$ cat config.mk
export PLATFORM = sky130hd
export DESIGN_NAME = p09_spi_reg_ctrl_flat
export DESIGN_NICKNAME = d
export VERILOG_FILES = /design/src/rtl/p09_pkg.sv /design/src/rtl/p09_spi_reg_ctrl_if.sv /design/src/rtl/p09_wr_arb.sv /design/src/rtl/p09_spi_reg_ctrl.sv /design/src/flat_wrapper.sv
export SDC_FILE = /design/constraint.sdc
export NUM_CORES = 1
export LEC_CHECK = 0
export ABC_AREA = 0
export CAP_MARGIN = 20
export CORE_MARGIN = 1.5
export CORE_UTILIZATION = 47
export DETAILED_ROUTE_END_ITERATION = 10
export GPL_TIMING_DRIVEN = 0
export PLACE_DENSITY = 0.8
export SYNTH_ARGS = -nofsm -noshare
export SYNTH_HDL_FRONTEND = slang
export SYNTH_HIERARCHICAL = 1
export SYNTH_SLANG_ARGS = --single-unit
$ cat constraint.sdc
create_clock -name clk -period 2.62 [get_ports clk]
set_input_delay 0.524 -clock clk [delete_from_list [all_inputs] [get_ports clk]]
set_output_delay 0.524 -clock clk [all_outputs]
set_load 0.02 [all_outputs]
$ cat src/rtl/p09_pkg.sv
// Shared definitions for the SPI register controller: FSM encoding, opcodes
// and the layout of the 16-bit SPI header word.
package p09_pkg;

    localparam int HDR_W = 16;
    localparam int CNT_W = 8;

    typedef enum logic [1:0] {
        ST_IDLE  = 2'd0,
        ST_HDR   = 2'd1,
        ST_DATA  = 2'd2,
        ST_DRAIN = 2'd3
    } state_t;

    typedef enum logic [3:0] {
        OP_NOP      = 4'h0,
        OP_WRITE    = 4'h1,
        OP_SNAPSHOT = 4'h2
    } opcode_t;

    // Header layout, MSB first: opcode [15:12], start address [11:8], count [7:0].
    typedef struct packed {
        logic [3:0]       opcode;
        logic [3:0]       addr;
        logic [CNT_W-1:0] count;
    } hdr_t;

    function automatic hdr_t decode_hdr(input logic [HDR_W-1:0] word);
        return hdr_t'(word);
    endfunction

endpackage

$ cat src/rtl/p09_spi_reg_ctrl_if.sv
// Game-engine write request port and register-bank write port of the
// SPI register controller.
interface p09_spi_reg_ctrl_if #(
    parameter int ADDR_W = 4,
    parameter int DATA_W = 16
);
    logic              game_wr_req;
    logic [ADDR_W-1:0] game_wr_addr;
    logic [DATA_W-1:0] game_wr_data;
    logic              game_wr_gnt;
    logic              reg_wr_en;
    logic [ADDR_W-1:0] reg_wr_addr;
    logic [DATA_W-1:0] reg_wr_data;

    modport master (
        output game_wr_req, game_wr_addr, game_wr_data,
        input  game_wr_gnt, reg_wr_en, reg_wr_addr, reg_wr_data
    );

    modport slave (
        input  game_wr_req, game_wr_addr, game_wr_data,
        output game_wr_gnt, reg_wr_en, reg_wr_addr, reg_wr_data
    );
endinterface

$ cat src/rtl/p09_wr_arb.sv
// Register-bank write arbiter: SPI writes win over game writes, and the chosen
// write is registered so it reaches the bank exactly one clock after acceptance.
module p09_wr_arb #(
    parameter int ADDR_W = 4,
    parameter int DATA_W = 16
) (
    input  logic              clk,
    input  logic              rst,
    input  logic              spi_wr,
    input  logic [ADDR_W-1:0] spi_addr,
    input  logic [DATA_W-1:0] spi_data,
    input  logic              game_req,
    input  logic [ADDR_W-1:0] game_addr,
    input  logic [DATA_W-1:0] game_data,
    output logic              game_gnt,
    output logic              wr_en,
    output logic [ADDR_W-1:0] wr_addr,
    output logic [DATA_W-1:0] wr_data
);

    logic              en_q;
    logic [ADDR_W-1:0] addr_q;
    logic [DATA_W-1:0] data_q;

    assign game_gnt = game_req && !spi_wr && !rst;

    // NOTE: sequential state uses <= only, so every flop samples pre-edge values.
    always_ff @(posedge clk) begin
        if (rst) begin
            en_q   <= 1'b0;
            addr_q <= '0;
            data_q <= '0;
        end else if (spi_wr) begin
            en_q   <= 1'b1;
            addr_q <= spi_addr;
            data_q <= spi_data;
        end else if (game_gnt) begin
            en_q   <= 1'b1;
            addr_q <= game_addr;
            data_q <= game_data;
        end else begin
            en_q   <= 1'b0;
        end
    end

    // A write queued just before reset must never reach the bank.
    assign wr_en   = en_q && !rst;
    assign wr_addr = rst ? '0 : addr_q;
    assign wr_data = rst ? '0 : data_q;

endmodule

$ cat src/rtl/p09_spi_reg_ctrl.sv
// SPI-driven register controller: decodes a header word, streams data words
// into the register bank and shares the write port with the game engine.
module p09_spi_reg_ctrl
    import p09_pkg::*;
#(
    parameter int ADDR_W = 4,
    parameter int DATA_W = 16
) (
    input  logic              clk,
    input  logic              rst,
    input  logic              spi_start,
    input  logic              spi_active,
    input  logic [DATA_W-1:0] spi_word,
    input  logic              spi_word_valid,
    p09_spi_reg_ctrl_if.slave bus,
    output logic              snapshot,
    output logic              busy,
    output logic              err
);

    state_t            state;
    logic [ADDR_W-1:0] addr_q;
    logic [CNT_W-1:0]  count_q;
    logic              snapshot_q;
    logic              err_q;
    hdr_t              hdr;
    logic              spi_wr;

    assign hdr    = decode_hdr(spi_word[HDR_W-1:0]);
    assign spi_wr = (state == ST_DATA) && spi_word_valid;

    always_ff @(posedge clk) begin
        if (rst) begin
            state      <= ST_IDLE;
            addr_q     <= '0;
            count_q    <= '0;
            snapshot_q <= 1'b0;
            err_q      <= 1'b0;
        end else begin
            snapshot_q <= 1'b0;
            if (spi_start) begin
                state   <= ST_HDR;
                count_q <= '0;
            end else if (state != ST_IDLE && !spi_active) begin
                state <= ST_IDLE;
            end else begin
                case (state)
                    ST_HDR: if (spi_word_valid) begin
                        addr_q  <= ADDR_W'(hdr.addr);
                        count_q <= hdr.count;
                        case (hdr.opcode)
                            OP_NOP:   state <= ST_DRAIN;
                            OP_WRITE: state <= (hdr.count == '0) ? ST_DRAIN : ST_DATA;
                            OP_SNAPSHOT: begin
                                snapshot_q <= 1'b1;
                                state      <= ST_DRAIN;
                            end
                            default: begin
                                err_q <= 1'b1;
                                state <= ST_DRAIN;
                            end
                        endcase
                    end
                    ST_DATA: if (spi_word_valid) begin
                        addr_q  <= addr_q + ADDR_W'(1);
                        count_q <= count_q - CNT_W'(1);
                        if (count_q == CNT_W'(1)) state <= ST_DRAIN;
                    end
                    default: ;
                endcase
            end
        end
    end

    // Flags are forced low while rst is held, not only after the reset edge.
    assign busy     = (state != ST_IDLE) && !rst;
    assign snapshot = snapshot_q && !rst;
    assign err      = err_q && !rst;

    p09_wr_arb #(
        .ADDR_W (ADDR_W),
        .DATA_W (DATA_W)
    ) u_wr_arb (
        .clk       (clk),
        .rst       (rst),
        .spi_wr    (spi_wr),
        .spi_addr  (addr_q),
        .spi_data  (spi_word),
        .game_req  (bus.game_wr_req),
        .game_addr (bus.game_wr_addr),
        .game_data (bus.game_wr_data),
        .game_gnt  (bus.game_wr_gnt),
        .wr_en     (bus.reg_wr_en),
        .wr_addr   (bus.reg_wr_addr),
        .wr_data   (bus.reg_wr_data)
    );

endmodule

$ cat src/flat_wrapper.sv
// flat-port wrapper written by rule: the top's interface ports become plain ports
module p09_spi_reg_ctrl_flat import p09_pkg::*;
#(
    parameter int ADDR_W = 4,
    parameter int DATA_W = 16
)
  (clk, rst, spi_start, spi_active, spi_word, spi_word_valid, snapshot, busy, err, bus_game_wr_req, bus_game_wr_addr, bus_game_wr_data, bus_game_wr_gnt, bus_reg_wr_en, bus_reg_wr_addr, bus_reg_wr_data);
  p09_spi_reg_ctrl_if #(.ADDR_W(ADDR_W), .DATA_W(DATA_W)) bus_i ();
  input  logic clk;
  input  logic rst;
  input  logic spi_start;
  input  logic spi_active;
  input  logic [DATA_W-1:0] spi_word;
  input  logic spi_word_valid;
  output logic snapshot;
  output logic busy;
  output logic err;
  input wire logic [$bits(bus_i.game_wr_req)-1:0] bus_game_wr_req;
  input wire logic [$bits(bus_i.game_wr_addr)-1:0] bus_game_wr_addr;
  input wire logic [$bits(bus_i.game_wr_data)-1:0] bus_game_wr_data;
  output wire logic [$bits(bus_i.game_wr_gnt)-1:0] bus_game_wr_gnt;
  output wire logic [$bits(bus_i.reg_wr_en)-1:0] bus_reg_wr_en;
  output wire logic [$bits(bus_i.reg_wr_addr)-1:0] bus_reg_wr_addr;
  output wire logic [$bits(bus_i.reg_wr_data)-1:0] bus_reg_wr_data;
  assign bus_i.game_wr_req = bus_game_wr_req;
  assign bus_i.game_wr_addr = bus_game_wr_addr;
  assign bus_i.game_wr_data = bus_game_wr_data;
  assign bus_game_wr_gnt = bus_i.game_wr_gnt;
  assign bus_reg_wr_en = bus_i.reg_wr_en;
  assign bus_reg_wr_addr = bus_i.reg_wr_addr;
  assign bus_reg_wr_data = bus_i.reg_wr_data;
  p09_spi_reg_ctrl #(.ADDR_W(ADDR_W), .DATA_W(DATA_W)) u_core (.clk(clk), .rst(rst), .spi_start(spi_start), .spi_active(spi_active), .spi_word(spi_word), .spi_word_valid(spi_word_valid), .bus(bus_i), .snapshot(snapshot), .busy(busy), .err(err));
endmodule
* Word level (Yosys, flattened, before mapping)
Index checks and enable logic that the tools add are counted.
** Storage, ports and cells
- Register bits :: 37
- Output and inout port bits :: 25
- Word-level logic and storage cells :: 76
- Input bits :: 42
** Cells by class
- $add $sub $neg :: 2
- Multiplexer cells :: 23
- Reduce and logical (&&, ||, !) cells :: 26
- Equal/unequal tests :: 11
- Bitwise logic cells :: 5
** Operators by type and width (number)
- $mux W16 :: 3
- $mux W4 :: 5
- $mux W8 :: 2
- $pmux W8 S2 :: 1
- $reduce_and A4 Y1 :: 3
- $reduce_and A5 Y1 :: 2
- $eq A8 B1 Y1 const B :: 1
- $logic_and A1 B1 Y1 :: 8
- $logic_not A8 Y1 :: 1
- $mux W2 :: 4
- $ne A4 B4 Y1 const B :: 2
- $pmux W4 S2 :: 1
- $sub A8 B1 Y8 const B :: 1
- $mux W1 :: 6
- $ne A2 B2 Y1 const B :: 3
- $reduce_bool A2 Y1 :: 3
- $reduce_or A3 Y1 :: 2
- $not A1 Y1 :: 5
- $reduce_or A5 Y1 :: 1
- $add A4 B1 Y4 const B :: 1
- $eq A4 B1 Y1 const B :: 1
- $eq A4 B2 Y1 const B :: 1
- $logic_not A4 Y1 :: 1
- $ne A4 B3 Y1 const B :: 1
- other kinds (6) :: 8

* Depth between registers and ports, before layout
- Depth after elaboration :: 7
- Depth in mapped cells :: 8
- Depth with buffers taken out :: 6

* By module
Netlist, hierarchy kept.
** Modules (own cells, without submodules)
- p09_wr_arb :: times used 1, area an instance 1127.3 sq um, cells an instance 117, seq. area each 420.4 sq um
- p09_spi_reg_ctrl :: times used 1, area an instance 1081.0 sq um, cells an instance 139, seq. area each 320.3 sq um

* Worst setup path after synthesis
OpenSTA, ideal clock, no wires.
- Kind :: register to output
- Start :: register u_core.state[0]
- End :: output port bus_game_wr_gnt
- Path buffers :: 3
- Slack :: 228 ps
- Required time :: 2096 ps
- Data arrival time :: 1868 ps
- Stages on the path, launching flop included :: 8
- Path through :: dfxtp_1 -> inv_1 -> ha_1 -> buf_2 -> buf_2 -> and2_1 -> clkbuf_1 -> nor3b_1
** Between the ends
- Longest elaborated chain between the ends :: 5
** RTL lines
- from (decl) :: line p09_spi_reg_ctrl.sv:21 : state_t state;
- from (signal assigned) :: line p09_spi_reg_ctrl.sv:53 : OP_WRITE: state <= (hdr.count == '0) ? ST_DRAIN : ST_DATA;
- $eq A2 B2 Y1 :: line p09_spi_reg_ctrl.sv:30 : assign spi_wr = (state == ST_DATA) && spi_word_valid;
- $logic_and A1 B1 Y1 :: line p09_spi_reg_ctrl.sv:30
- via u_core.spi_wr :: line p09_spi_reg_ctrl.sv:27 : logic spi_wr;
- $logic_not A1 Y1 :: line p09_wr_arb.sv:25 : assign game_gnt = game_req && !spi_wr && !rst;
- $logic_and A1 B1 Y1 (2 in series) :: line p09_wr_arb.sv:25
- to (decl) :: line flat_wrapper.sv:21 : output wire logic [$bits(bus_i.game_wr_gnt)-1:0] bus_game_wr_gnt;
The timed path passes the listed nets, and every way through them passes these cells.

* Worst setup path after layout
Ends and elaborated chain as after synthesis.

==> flow_metrics.tcl <==
set metrics [dict create \
    coreArea_um2 4440 \
    finalMaxSlewViolations 0 \
    start_kind "flip-flop" \
    initial_core_util_pct 49.7 \
    fill_cells 390 \
    tightest_slew_ps 678 \
    via_count 2062 \
    cp-end-kind "output pin" \
    clock-sinks 37 \
    vdd_drop_max_mv 0.333 \
    fin_crit_sh_pct 96.8 \
    skew_ps 6.93 \
    grt_pass1_wl_um 8780 \
    wl_um 5360 \
    required_ps 2100 \
    drc 5 \
    whs_path_depth 2 \
    critPathArrivalTime_ps 2010 \
    grt_pass1_vias 1886 \
    synth_nets 304 \
    grt_max_degree 15 \
    violations "DRC" \
    cts_tree "built" \
    p_int_mw 0.945 \
    insertion_delay_ps 290 \
    drt_iter0_drc 82 \
    rr_worst_depth 8 \
    synth_area_leaders "dfxtp_1, nor2b_1, mux2i_1, a211oi_1, ha_1" \
    die_area_um2 5120 \
    fmax_mhz 394 \
    syn_area_per_cell_um2 8.63 \
    swShare_pct 27.8 \
    antenna_found_initial 0 \
    final-hold-violation-count 0 \
    worst_hold_path_type "reg -> reg" \
    grt_use_total_pct 21.6 \
    worst-path-max-fanout 14 \
    cts.clk_slew.worst_paths_ps 70 \
    slew-limit-headroom_pct 54.4 \
    viasPerCell 5.43 \
    overflow 0 \
    die_w_um 71.5 \
    cts_resized 11 \
    diodes 0 \
    ys_seq_area_share_pct 33.5 \
    p_seq_share_pct 47.2 \
    root_buffer "clkbuf_8" \
    synthMostInstantiatedCell "nor2b_1" \
    yosysTopAreaCell "dfxtp_1" \
    synth_cell_types 42 \
    setup_viol 0 \
    drtAntennaViolNets 0 \
    synthToLayoutAreaGrowth_pct 36.1 \
    async_flop_share_pct 0 \
    finalCriticalPeriod_ps 2540 \
    p_leak_nw 1.14 \
    ys.flop_type "dfxtp_1" \
    ys_seq_elements 37 \
    synth.top_cell.area_share_pct 33.5 \
    ys_warn_count 6 \
    synthTopCellsByCount "nor2b_1, dfxtp_1, a211oi_1" \
    dr.pass1.iters 10 \
    wire_per_inst_um 14.1 \
    port_buffers 65 \
    die_y_um 71.5 \
    synth_edf_count 0 \
    cts_made_buffers 5 \
    power_mw 1.31 \
    drive_gt1_share_pct 8.84 \
    status "finished with violations" \
    netlist_area_um2 2210 \
    final_nets 375 \
    dpl.hpwl_um 4070 \
    rows 24 \
    drv_cap 0 \
    gp_congestion 0.877 \
    hold_buffers 0 \
    path_class "reg -> out" \
    power_switching_mw 0.364 \
    power.share.clock_pct 29.0 \
    synth_cells 256 \
    power_frac_comb_pct 23.9 \
    clockBufferDepth 2 \
    utilization_pct 67.7 \
    powerDensity_nw_per_um2 435 \
    io_pins 67 \
    htreeDepth 2 \
    post-cts-setup-buffer-count 0 \
]
[worst max-delay path, cell delays in order (launching register included)]
cell and delay (ps):
dfxtp_1 370, inv_1 100, ha_2 230, buf_2 190
buf_2 200, and2_4 200, nor3b_1 220, buf_2 200
[state kept, by name (all words and copies together) (netlist names)]
| register | flops |
|---|---|
| u_core/addr_q | 4 |
| u_core/count_q | 8 |
| u_core/err_q | 1 |
| u_core/snapshot_q | 1 |
| u_core/state | 2 |
| u_core/u_wr_arb/addr_q | 4 |
| u_core/u_wr_arb/data_q | 16 |
| u_core/u_wr_arb/en_q | 1 |
[area by class of cell]
| class | count | area [um2] | area share, % |
|---|---|---|---|
| Clock inverter | 2 | 10.0 | 0.333 |
| Timing Repair Buffer | 65 | 644 | 21.4 |
| Clock buffer | 6 | 72.6 | 2.41 |
| Multi-Input combinational cell | 194 | 1330 | 44.4 |
| Buffer | 16 | 110 | 3.66 |
| Sequential cell | 37 | 741 | 24.6 |
| Tap cell | 52 | 65.1 | 2.16 |
| Inverter | 8 | 30.0 | 0.999 |
[per-stage QoR]
step           cell area [um2]  setup WS (ps)  hold WS, ps  setup TNS, ps  instances
2_1_floorplan             2210            228          459              0        256
3_3_place_gp              2920           -290          475          -2560        373
3_5_place_dp              2920           -317          480          -2910        373
4_1_cts                   3000           41.4          494              0        380
5_1_grt                   3010        -0.0948          526        -0.0948        380
6_report                  3010           84.6          495              0        380
[per-layer routing]
layer	routed length, um	vias to the layer above	GRT usage, %	part of all wire, %
met3	289	10	4.92	5.4
met1	2520	934	28.7	47
met4	100	0	8.39	1.9
met2	2460	63	34.4	46
met5	0	-	0	0
li1	-	1055	-	-
[final timing paths]
path	start	slack (ps)	endpoint
max	u_core/state[0]$_SDFFE_PP0P_	80	bus_game_wr_gnt
min	u_core/count_q[6]$_SDFFE_PP0P_	500	u_core/count_q[6]$_SDFFE_PP0P_
max reg2reg	u_core/state[0]$_SDFFE_PP0P_	430	u_core/u_wr_arb/data_q[10]$_SDFFE_PP0P_
min reg2reg	u_core/count_q[6]$_SDFFE_PP0P_	500	u_core/count_q[6]$_SDFFE_PP0P_
[cells by family (layout without fill, tap and decap cells)]
group / Yosys count / count (layout) / share of synthesized area [%]
simple gates: 101 / 101 / 26.3
flops: 37 / 37 / 33.5
mux: 22 / 22 / 10.0
fa+ha+maj: 6 / 6 / 3.40
compound gates: 65 / 65 / 20.4
buf+inv: 25 / 97 / 6.29
[cells in the final DEF, fill, tap and decap left out, types with 2 or more instances in the layout]
cell type,synthesis,routed
buf_2,4,5
a21oi_1,12,12
nand2b_1,2,2
o21a_1,2,2
o21ai_0,9,9
a21o_1,2,2
nor2_1,16,16
dfxtp_1,37,37
mux2i_1,21,21
nor4_1,5,5
nor3_1,5,5
clkbuf_1,10,8
clkbuf_8,0,5
clkdlybuf4s50_1,0,63
clkinv_2,0,2
a211oi_1,24,24
buf_12,2,2
a311oi_1,2,2
nand2_1,13,13
inv_1,8,8
nor3_2,2,2
ha_1,6,5
o21bai_1,2,2
or2_2,2,2
o2bb2ai_1,2,2
nand3_1,3,3
nor2b_1,47,47
[power groups by stage]
stage / Clock, mW / Sequential [mW] / Combinational, mW
after floorplan: 0 / 0.624 / 0.178
after global routing: 0.422 / 0.621 / 0.340
final: 0.379 / 0.617 / 0.312
after global placement: 0 / 0.627 / 0.307
after detailed placement: 0 / 0.630 / 0.310
after CTS: 0.390 / 0.617 / 0.311
Power figures use the tool's default switching activity.
